<file path="config.mk">
export PLATFORM = sky130hd
export DESIGN_NAME = spi_arbiter
export DESIGN_NICKNAME = d
export VERILOG_FILES = /design/src/rtl/spi_arbiter_pkg.sv /design/src/rtl/spi_arbiter_rr_pick.sv /design/src/rtl/spi_arbiter.sv
export SDC_FILE = /design/constraint.sdc
export NUM_CORES = 1
export LEC_CHECK = 0
export ABC_CLOCK_PERIOD_IN_PS = 5000
export BUFFER_PORTS_ARGS = -buffer_cell sky130_fd_sc_hd__clkbuf_2
export CELL_PAD_IN_SITES_DETAIL_PLACEMENT = 0
export CELL_PAD_IN_SITES_GLOBAL_PLACEMENT = 1
export CORE_MARGIN = 10
export CORE_UTILIZATION = 41
export CTS_CLUSTER_DIAMETER = 100
export DETAILED_ROUTE_END_ITERATION = 6
export PLACE_DENSITY_LB_ADDON = 0.1
export SLEW_MARGIN = 15
export SYNTH_ARGS = -nofsm -noshare
export SYNTH_HDL_FRONTEND = slang
export SYNTH_HIERARCHICAL = 1
export SYNTH_SLANG_ARGS = --single-unit
</file>
<file path="constraint.sdc">
create_clock -name clock -period 5 [get_ports clock]
set_clock_uncertainty 0.1 [all_clocks]
set_input_delay 1 -clock clock [delete_from_list [all_inputs] [get_ports clock]]
set_output_delay 1 -clock clock [all_outputs]
set_load 0.005 [all_outputs]
</file>
<file path="src/rtl/spi_arbiter_pkg.sv">
// spi_arbiter_pkg: shared types and default constants for the SPI arbiter.
//   arb_state_t      - transaction FSM states
//   ARB_DATA_W       - default SPI word width
//   ARB_TIMEOUT_CYC  - default watchdog limit (used with SPI_ARBITER_TIMEOUT_EN)
package spi_arbiter_pkg;

  typedef enum logic [1:0] {
    IDLE  = 2'd0,
    START = 2'd1,
    WAIT  = 2'd2,
    DONE  = 2'd3
  } arb_state_t;

  localparam int ARB_DATA_W      = 8;
  localparam int ARB_TIMEOUT_CYC = 4096;

endpackage

</file>
<file path="src/rtl/spi_arbiter_rr_pick.sv">
// rr_pick: combinational round-robin picker.
//   req_i  - request vector
//   last_i - index of the most recently served requester
//   oh_o   - one-hot winner (first set bit searching upward from last_i+1)
//   idx_o  - binary index of the winner
//   vld_o  - any request present
module rr_pick #(
  parameter int NUM_REQ = 4,
  parameter int IDX_W   = $clog2(NUM_REQ)
) (
  input  logic [NUM_REQ-1:0] req_i,
  input  logic [IDX_W-1:0]   last_i,
  output logic [NUM_REQ-1:0] oh_o,
  output logic [IDX_W-1:0]   idx_o,
  output logic               vld_o
);

  logic [IDX_W-1:0] cand;

  // Offsets 1..NUM_REQ visit every requester once, ending at last_i itself,
  // so a lone requester is re-granted.
  always_comb begin
    oh_o  = '0;
    idx_o = '0;
    vld_o = 1'b0;
    cand  = '0;
    for (int k = 1; k <= NUM_REQ; k++) begin
      cand = IDX_W'((int'(last_i) + k) % NUM_REQ);
      if (!vld_o && req_i[cand]) begin
        vld_o      = 1'b1;
        idx_o      = cand;
        oh_o[cand] = 1'b1;
      end
    end
  end

endmodule

</file>
<file path="src/rtl/spi_arbiter.sv">
// spi_arbiter: round-robin arbiter serialising whole transactions from
// NUM_REQ requesters onto one SPI master engine.
//   clock, reset        - clock, async active-high reset
//   req, req_data       - per-requester request level and TX word
//   gnt, done           - one-hot grant (START..DONE) and completion pulse
//   rsp_data, err       - received word (held), timeout error pulse
//   m_start, m_tx_data  - start pulse and TX word to the SPI master
//   m_busy, m_done,
//   m_rx_data           - SPI master status, completion pulse, RX word
// Optional watchdog: define SPI_ARBITER_TIMEOUT_EN to abort transactions
// stuck in WAIT for TIMEOUT_CYC cycles (rsp_data forced to all ones, err pulses).
module spi_arbiter
  import spi_arbiter_pkg::*;
#(
  parameter int NUM_REQ     = 4,
  parameter int DATA_W      = ARB_DATA_W,
  parameter int TIMEOUT_CYC = ARB_TIMEOUT_CYC
) (
  input  logic                      clock,
  input  logic                      reset,
  input  logic [NUM_REQ-1:0]        req,
  input  logic [NUM_REQ*DATA_W-1:0] req_data,
  output logic [NUM_REQ-1:0]        gnt,
  output logic [NUM_REQ-1:0]        done,
  output logic [DATA_W-1:0]         rsp_data,
  output logic                      err,
  output logic                      m_start,
  output logic [DATA_W-1:0]         m_tx_data,
  input  logic                      m_busy,
  input  logic                      m_done,
  input  logic [DATA_W-1:0]         m_rx_data
);

  localparam int IDX_W = $clog2(NUM_REQ);

  arb_state_t                     state_q;
  logic [IDX_W-1:0]               idx_q, last_q;
  logic [NUM_REQ-1:0]             gnt_q, done_q;
  logic                           m_start_q;
  logic [DATA_W-1:0]              tx_q, rsp_q;
  logic [NUM_REQ-1:0][DATA_W-1:0] req_words;
  logic [NUM_REQ-1:0]             pick_oh;
  logic [IDX_W-1:0]               pick_idx;
  logic                           pick_vld;

  // m_busy is status only; completion is taken solely from m_done.
  logic unused_busy;
  assign unused_busy = m_busy;

  assign req_words = req_data;

  rr_pick #(.NUM_REQ(NUM_REQ), .IDX_W(IDX_W)) u_pick (
    .req_i  (req),
    .last_i (last_q),
    .oh_o   (pick_oh),
    .idx_o  (pick_idx),
    .vld_o  (pick_vld)
  );

`ifdef SPI_ARBITER_TIMEOUT_EN
  localparam int CNT_W = $clog2(TIMEOUT_CYC);
  logic [CNT_W-1:0] cnt_q;
  logic             err_q;
  assign err = err_q;
`else
  logic unused_tmo;
  assign unused_tmo = (TIMEOUT_CYC > 0);
  assign err = 1'b0;
`endif

  always_ff @(posedge clock or posedge reset) begin
    if (reset) begin
      state_q   <= IDLE;
      idx_q     <= '0;
      last_q    <= IDX_W'(NUM_REQ - 1);
      gnt_q     <= '0;
      done_q    <= '0;
      m_start_q <= 1'b0;
      tx_q      <= '0;
      rsp_q     <= '0;
`ifdef SPI_ARBITER_TIMEOUT_EN
      cnt_q     <= '0;
      err_q     <= 1'b0;
`endif
    end else begin
      // Pulse outputs default low; set for one cycle by the transitions below.
      m_start_q <= 1'b0;
      done_q    <= '0;
`ifdef SPI_ARBITER_TIMEOUT_EN
      err_q     <= 1'b0;
`endif
      case (state_q)
        IDLE: begin
          if (pick_vld) begin
            idx_q     <= pick_idx;
            gnt_q     <= pick_oh;
            tx_q      <= req_words[pick_idx];
            m_start_q <= 1'b1;
            state_q   <= START;
          end
        end
        START: begin
`ifdef SPI_ARBITER_TIMEOUT_EN
          cnt_q <= '0;
`endif
          state_q <= WAIT;
        end
        WAIT: begin
          if (m_done) begin
            rsp_q         <= m_rx_data;
            done_q[idx_q] <= 1'b1;
            state_q       <= DONE;
          end
`ifdef SPI_ARBITER_TIMEOUT_EN
          else if (cnt_q == CNT_W'(TIMEOUT_CYC - 1)) begin
            rsp_q         <= '1;
            err_q         <= 1'b1;
            done_q[idx_q] <= 1'b1;
            state_q       <= DONE;
          end else begin
            cnt_q <= cnt_q + 1'b1;
          end
`endif
        end
        DONE: begin
          // done was raised on entry; this cycle is the mandatory gap before
          // the next arbitration.
          last_q  <= idx_q;
          gnt_q   <= '0;
          state_q <= IDLE;
        end
        default: state_q <= IDLE;
      endcase
    end
  end

  assign gnt       = gnt_q;
  assign done      = done_q;
  assign rsp_data  = rsp_q;
  assign m_start   = m_start_q;
  assign m_tx_data = tx_q;

endmodule

</file>
Word-level counts from Yosys, hierarchy flattened
Index checks and enable logic that the tools add are counted.
{"block": "totals", "ff_bits": 31, "inputBits": 48, "output_inout_bits": 26}
{"block": "op_classes", "n_reduce_logical": 17, "n_lt_le_gt_ge": 11, "mux": 41, "addsub": 4, "n_bitwise": 3, "eq_ne": 5}
{"operator": "$mux W4", "count": 7}
{"operator": "$lt A2 B3 Y1 const B", "count": 6}
{"operator": "$bmux W8 S2", "count": 1}
{"operator": "$mux W1", "count": 15}
{"operator": "$mux W2", "count": 6}
{"operator": "$or A4 B4 Y4", "count": 3}
{"operator": "$demux W1 S2", "count": 5}
{"operator": "$ge A2 B1 Y1 const B", "count": 5}
{"operator": "$bmux W1 S2", "count": 4}
{"operator": "$logic_and A1 B1 Y1", "count": 8}
{"operator": "$mux W8", "count": 1}
{"operator": "$pmux W2 S4", "count": 1}
{"operator": "$pmux W4 S2", "count": 1}
{"operator": "$reduce_and A2 Y1", "count": 4}
{"operator": "$add A2 B1 Y2 const B", "count": 2}
{"operator": "$add A2 B2 Y2 const B", "count": 2}
{"operator": "$eq A2 B2 Y1 const B", "count": 2}
{"operator": "$ne A2 B2 Y1 const B", "count": 2}
{"operator": "$logic_not A1 Y1", "count": 3}
{"operator": "$eq A2 B1 Y1 const B", "count": 1}
{"operator": "$logic_not A2 Y1", "count": 1}
{"operator": "$reduce_bool A2 Y1", "count": 1}

Longest topological paths before layout
{"block": "depth", "word_depth": 15, "depth_mapped": 13, "mapped_depth_nobuf": 8}

Cells and area by module
The synthesis kept the hierarchy.
{"module": "spi_arbiter", "cells_per_inst": 119, "instances": 1, "seq_area_each_um2": 778.2, "area_each_um2": 1526.5}
{"module": "rr_pick", "cells_per_inst": 86, "instances": 1, "seq_area_each_um2": 0.0, "area_each_um2": 629.4}

Least setup slack after synthesis
Ideal clock, no wire load.
{"block": "synth_timing", "kind": "flip-flop to flip-flop", "start": "register last_q[0]", "end": "register tx_q[4], in the netlist m_tx_data[4]", "stages_incl_launch_ff": 14, "setup_slack_ns": 1.861, "t_required_ns": 4.769, "path_buffers": 5, "setup_time_ns": 0.131, "arrival_ns": 2.909, "path_cell_list": "dfstp_2 -> buf_6 -> buf_2 -> inv_1 -> ha_1 -> clkbuf_1 -> a21oi_1 -> a211oi_1 -> a311o_1 -> a221oi_1 -> buf_6 -> buf_12 -> mux2i_1 -> o221ai_2"}
{"block": "synth_via", "elab_chain_len": 15, "word_cells_on_any_way": 29, "cone_classes": "4 x add/sub; 18 x mux; 7 x reduce/logical"}
{"element": "from (decl)", "line": "spi_arbiter.sv:37", "rtl": "logic [IDX_W-1:0] idx_q, last_q;"}
{"element": "from (signal assigned)", "line": "spi_arbiter.sv:75", "rtl": "last_q <= IDX_W'(NUM_REQ - 1);"}
{"element": "from (signal assigned)", "line": "spi_arbiter.sv:128", "rtl": "last_q <= idx_q;"}
{"element": "$add A2 B1 Y2", "line": "spi_arbiter_rr_pick.sv:28", "rtl": "cand = IDX_W'((int'(last_i) + k) % NUM_REQ);"}
{"element": "$bmux W1 S2", "line": "spi_arbiter_rr_pick.sv:29", "rtl": "if (!vld_o && req_i[cand]) begin"}
{"element": "$mux W1 (not written as such)", "line": "spi_arbiter_rr_pick.sv:29"}
{"element": "$mux W1", "line": "spi_arbiter_rr_pick.sv:29"}
{"element": "$logic_not A1 Y1", "line": "spi_arbiter_rr_pick.sv:29"}
{"element": "$logic_and A1 B1 Y1", "line": "spi_arbiter_rr_pick.sv:29"}
{"element": "$mux W1", "line": "spi_arbiter_rr_pick.sv:29"}
{"element": "$logic_not A1 Y1", "line": "spi_arbiter_rr_pick.sv:29"}
{"element": "$logic_and A1 B1 Y1", "line": "spi_arbiter_rr_pick.sv:29"}
{"element": "$mux W1", "line": "spi_arbiter_rr_pick.sv:29"}
{"element": "$logic_not A1 Y1", "line": "spi_arbiter_rr_pick.sv:29"}
{"element": "$logic_and A1 B1 Y1", "line": "spi_arbiter_rr_pick.sv:29"}
{"element": "$mux W2 (*)", "line": "spi_arbiter_rr_pick.sv:29"}
{"element": "via pick_idx[0]", "line": "spi_arbiter.sv:43", "rtl": "logic [IDX_W-1:0] pick_idx;"}
{"element": "$bmux W8 S2 (*)", "line": "spi_arbiter.sv:97", "rtl": "tx_q <= req_words[pick_idx];"}
{"element": "$mux W8 (not written as such) (*)", "line": "spi_arbiter.sv:97"}
{"element": "to (signal assigned)", "line": "spi_arbiter.sv:97"}
{"element": "to (decl)", "line": "spi_arbiter.sv:40", "rtl": "logic [DATA_W-1:0] tx_q, rsp_q;"}
The timed path passes the listed nets; every way through them passes the cells marked *. The select of a mux whose other input is x is not followed.
A chain may end at the register's enable or synchronous reset.

Worst setup path after layout
{"block": "layout_timing", "start": "register last_q[0]", "end": "register tx_q[3], in the netlist m_tx_data[3]"}
The elaborated chain is that of the path after synthesis.

==> flow_summary.toml <==
[outcome]
outcome = "complete, no violations"

[clock_tree]
clk_latency_ns = 0.28
hold_buffers = 0
h-tree-depth = 2
clockBufferDepth = 2
ctsResizeCount = 0
path_clk_slew_ns = 0.06
cts_buffers = 5
cts_tree = "done"
clock_sinks = 31
clockRootBuffer = "clkbuf_8"
cts_setup_buffers = 0

[yosys]
avgSynthCellArea_um2 = 10.52
synth_ff_type = "dfrtp_1"
yosysTopAreaCellShare_pct = 33.66
ys_ff_latch = 31
synth.largest_area_cell = "dfrtp_1"
synth_seq_area_share_pct = 36.10
synthArstFlopShare_pct = 100.0
synth_edf_count = 0
ys_types = 47
synth_area_mm2 = 0.002156
yosysWarnings = 6
yosysMostFrequentCell = "dfrtp_1"
synth_cells = 205
synth_common_cells = "dfrtp_1, mux2i_1, nand2_1"
syn-num-nets = 266
netlist_top_cells_area = "dfrtp_1, mux2i_1, ha_1"

[setup_path]
cp.required_ns = 5.03
critPathLaunchType = "flop"
end_kind = "flop"
worstReg2RegStart = "last_q[0]$_DFFE_PP1P_"
worstPathMaxFanout = 21
worstPathArrival_ns = 3.49
r2r_cells = 9
regToRegSetupSlack_ns = 1.54
path_class = "flop to flop"
r2r-end = "m_tx_data[3]$_DFFE_PP0P_"

[sta]
setup_violations = 0
finalCritPeriodShare_pct = 69.17
relSlewSlack_pct = 60.78
worst-slew-pin-transition_ns = 0.5720
tns_ns = 0
slew_viol_final = 0
rsz0062_at_grt = "false"
post-route-min-period_ns = 3.459
max_freq_ghz = 0.2891
setup_slack_ns = 1.541
hold_viol_final = 0

[grt]
grtUsageTotal_pct = 12.79
overflow = 0
grt_pass1_vias = 1832
antenna_found_initial = 0
grt_max_degree = 32
grt_pass1_wl_um = 9108

[routing]
avgRoutedWirePerCell_um = 15.55
viasPerCell = 5.216
drc = 0
dr.pass1.iters = 4
postRouteAntennaNets = 0
wl_um = 5317
vias = 1784
first_iter_violations = 89

[pwr]
p_int_mw = 0.8850
seqPwrFrac_pct = 30.7
power_frac_clock_pct = 13.0
p_leak_nw = 1.319
sw_frac_of_total_pct = 41.51
switchingPower_mw = 0.6280
ir_drop_mv = 0.2463
pwr-share-comb_pct = 56.4
power.density_cell_area_mw_per_mm2 = 582.5

[final_layout]
regArea_um2 = 778.2
nFillCells = 487
fin_nets = 333
multi_input_area_mm2 = 0.001212
fin_cells = 342
drive_gt1_share_pct = 38.97
area_growth_pct = 20.49
antenna_cells = 0

[worst_hold_path]
hp-class = "flop to flop"
min_path_cells = 2
whs_endpoint = "m_tx_data[2]$_DFFE_PP0P_"
min_from = "m_tx_data[2]$_DFFE_PP0P_"

[die]
rows = 26
num_io_pins = 74
coreArea_mm2 = 0.005107
die_h_um = 92.51
die_x_um = 92.51
start_util_pct = 42.21
die_area_mm2 = 0.008558

[placed_design]
hpwl_um = 4260
dp_slack_ns = 1.495
place_congestion = 0.8654
dp.cells = 335
io_buffers = 71

[flow_run]
drv_cap = 0
==> sequential cells by signal, summed over array words and instances (netlist names) <==
register / flops
m_tx_data: 8
done: 4
gnt: 4
state_q: 2
idx_q: 2
rsp_data: 8
last_q: 2
m_start: 1
==> power groups by stage <==
| stage | registers (mW) | logic, mW | clock network (mW) |
|---|---|---|---|
| 2_1_floorplan | 0.444 | 0.697 | 0 |
| 4_1_cts | 0.466 | 0.866 | 0.204 |
| 6_report | 0.464 | 0.853 | 0.196 |
| 3_5_place_dp | 0.466 | 0.867 | 0 |
| 5_1_grt | 0.486 | 0.961 | 0.214 |
| 3_3_place_gp | 0.467 | 0.868 | 0 |
==> worst max-delay path, cell delays in order, from the launching register on <==
cell	delay, ns
dfstp_2	0.80
inv_1	0.17
ha_1	0.48
a21oi_1	0.17
a211oi_1	0.07
a311o_1	0.36
a221oi_2	0.43
buf_4	0.34
mux2i_1	0.25
o221ai_1	0.15
==> layout make-up <==
cell class                 count  area share (%)
multi-input combinational    146           46.68
timing repair buffer          73           14.26
sequential                    31           29.96
clock buffer                   6           3.179
inverter                      15           2.360
clock inverter                 1          0.1927
tap                           70           3.372
==> cells by family (layout without fill, tap and decap cells) <==
| group | count (synthesis) | in the layout | synth area share, % |
|---|---|---|---|
| flip-flops | 31 | 31 | 36.10 |
| AO/OA/AOI/OAI | 43 | 43 | 15.79 |
| adder cells (fa/ha/maj) | 13 | 13 | 7.545 |
| buffers and inverters | 28 | 95 | 7.951 |
| AND/OR/NAND/NOR | 55 | 55 | 13.23 |
| other | 1 | 1 | 0.1739 |
| multiplexers | 34 | 34 | 19.21 |
==> cells in the final DEF, fill, tap and decap left out, drive strengths merged, types with 3 or more instances in the layout <==
cell / n
mux2i: 20
dfrtp: 29
nand2b: 3
o21ai: 4
clkbuf: 77
nand2: 23
inv: 14
nand4: 6
a211oi: 3
mux2: 12
a2111o: 4
a31oi: 5
nor2: 9
a21oi: 6
o221ai: 9
or3: 4
o31ai: 4
ha: 13
==> per-stage QoR <==
stage | cell area (µm²) | power, mW | utilization [%] | hold WS [ns]
6_report | 2597 | 1.513 | 50.86 | 0.3814
5_1_grt | 2597 | 1.661 | 50.86 | 0.4078
4_1_cts | 2597 | 1.536 | 50.86 | 0.3888
3_5_place_dp | 2510 | 1.333 | 49.14 | 0.3742
3_3_place_gp | 2510 | 1.336 | 49.14 | 0.3719
2_1_floorplan | 2156 | 1.142 | - | 0.3404
==> worst max-delay path by stage <==
stage | startpoint | to | slack (ns)
global placement | last_q[0]$_DFFE_PP1P_ | m_tx_data[3]$_DFFE_PP0P_ | 1.50
global route | last_q[0]$_DFFE_PP1P_ | m_tx_data[3]$_DFFE_PP0P_ | 1.25
floorplan | last_q[0]$_DFFE_PP1P_ | m_tx_data[4]$_DFFE_PP0P_ | 1.86
detailed placement | last_q[0]$_DFFE_PP1P_ | m_tx_data[3]$_DFFE_PP0P_ | 1.49
CTS | last_q[0]$_DFFE_PP1P_ | m_tx_data[3]$_DFFE_PP0P_ | 1.49
finish | last_q[0]$_DFFE_PP1P_ | m_tx_data[3]$_DFFE_PP0P_ | 1.54
==> layer usage <==
layer	track usage [%]	wire, µm	vias to the layer above
met5	0	0	-
met4	2.314	30	0
met3	3.713	279	2
met2	21.29	2634	55
met1	16.17	2372	844
li1	-	-	883
Power figures use the tool's default switching activity.
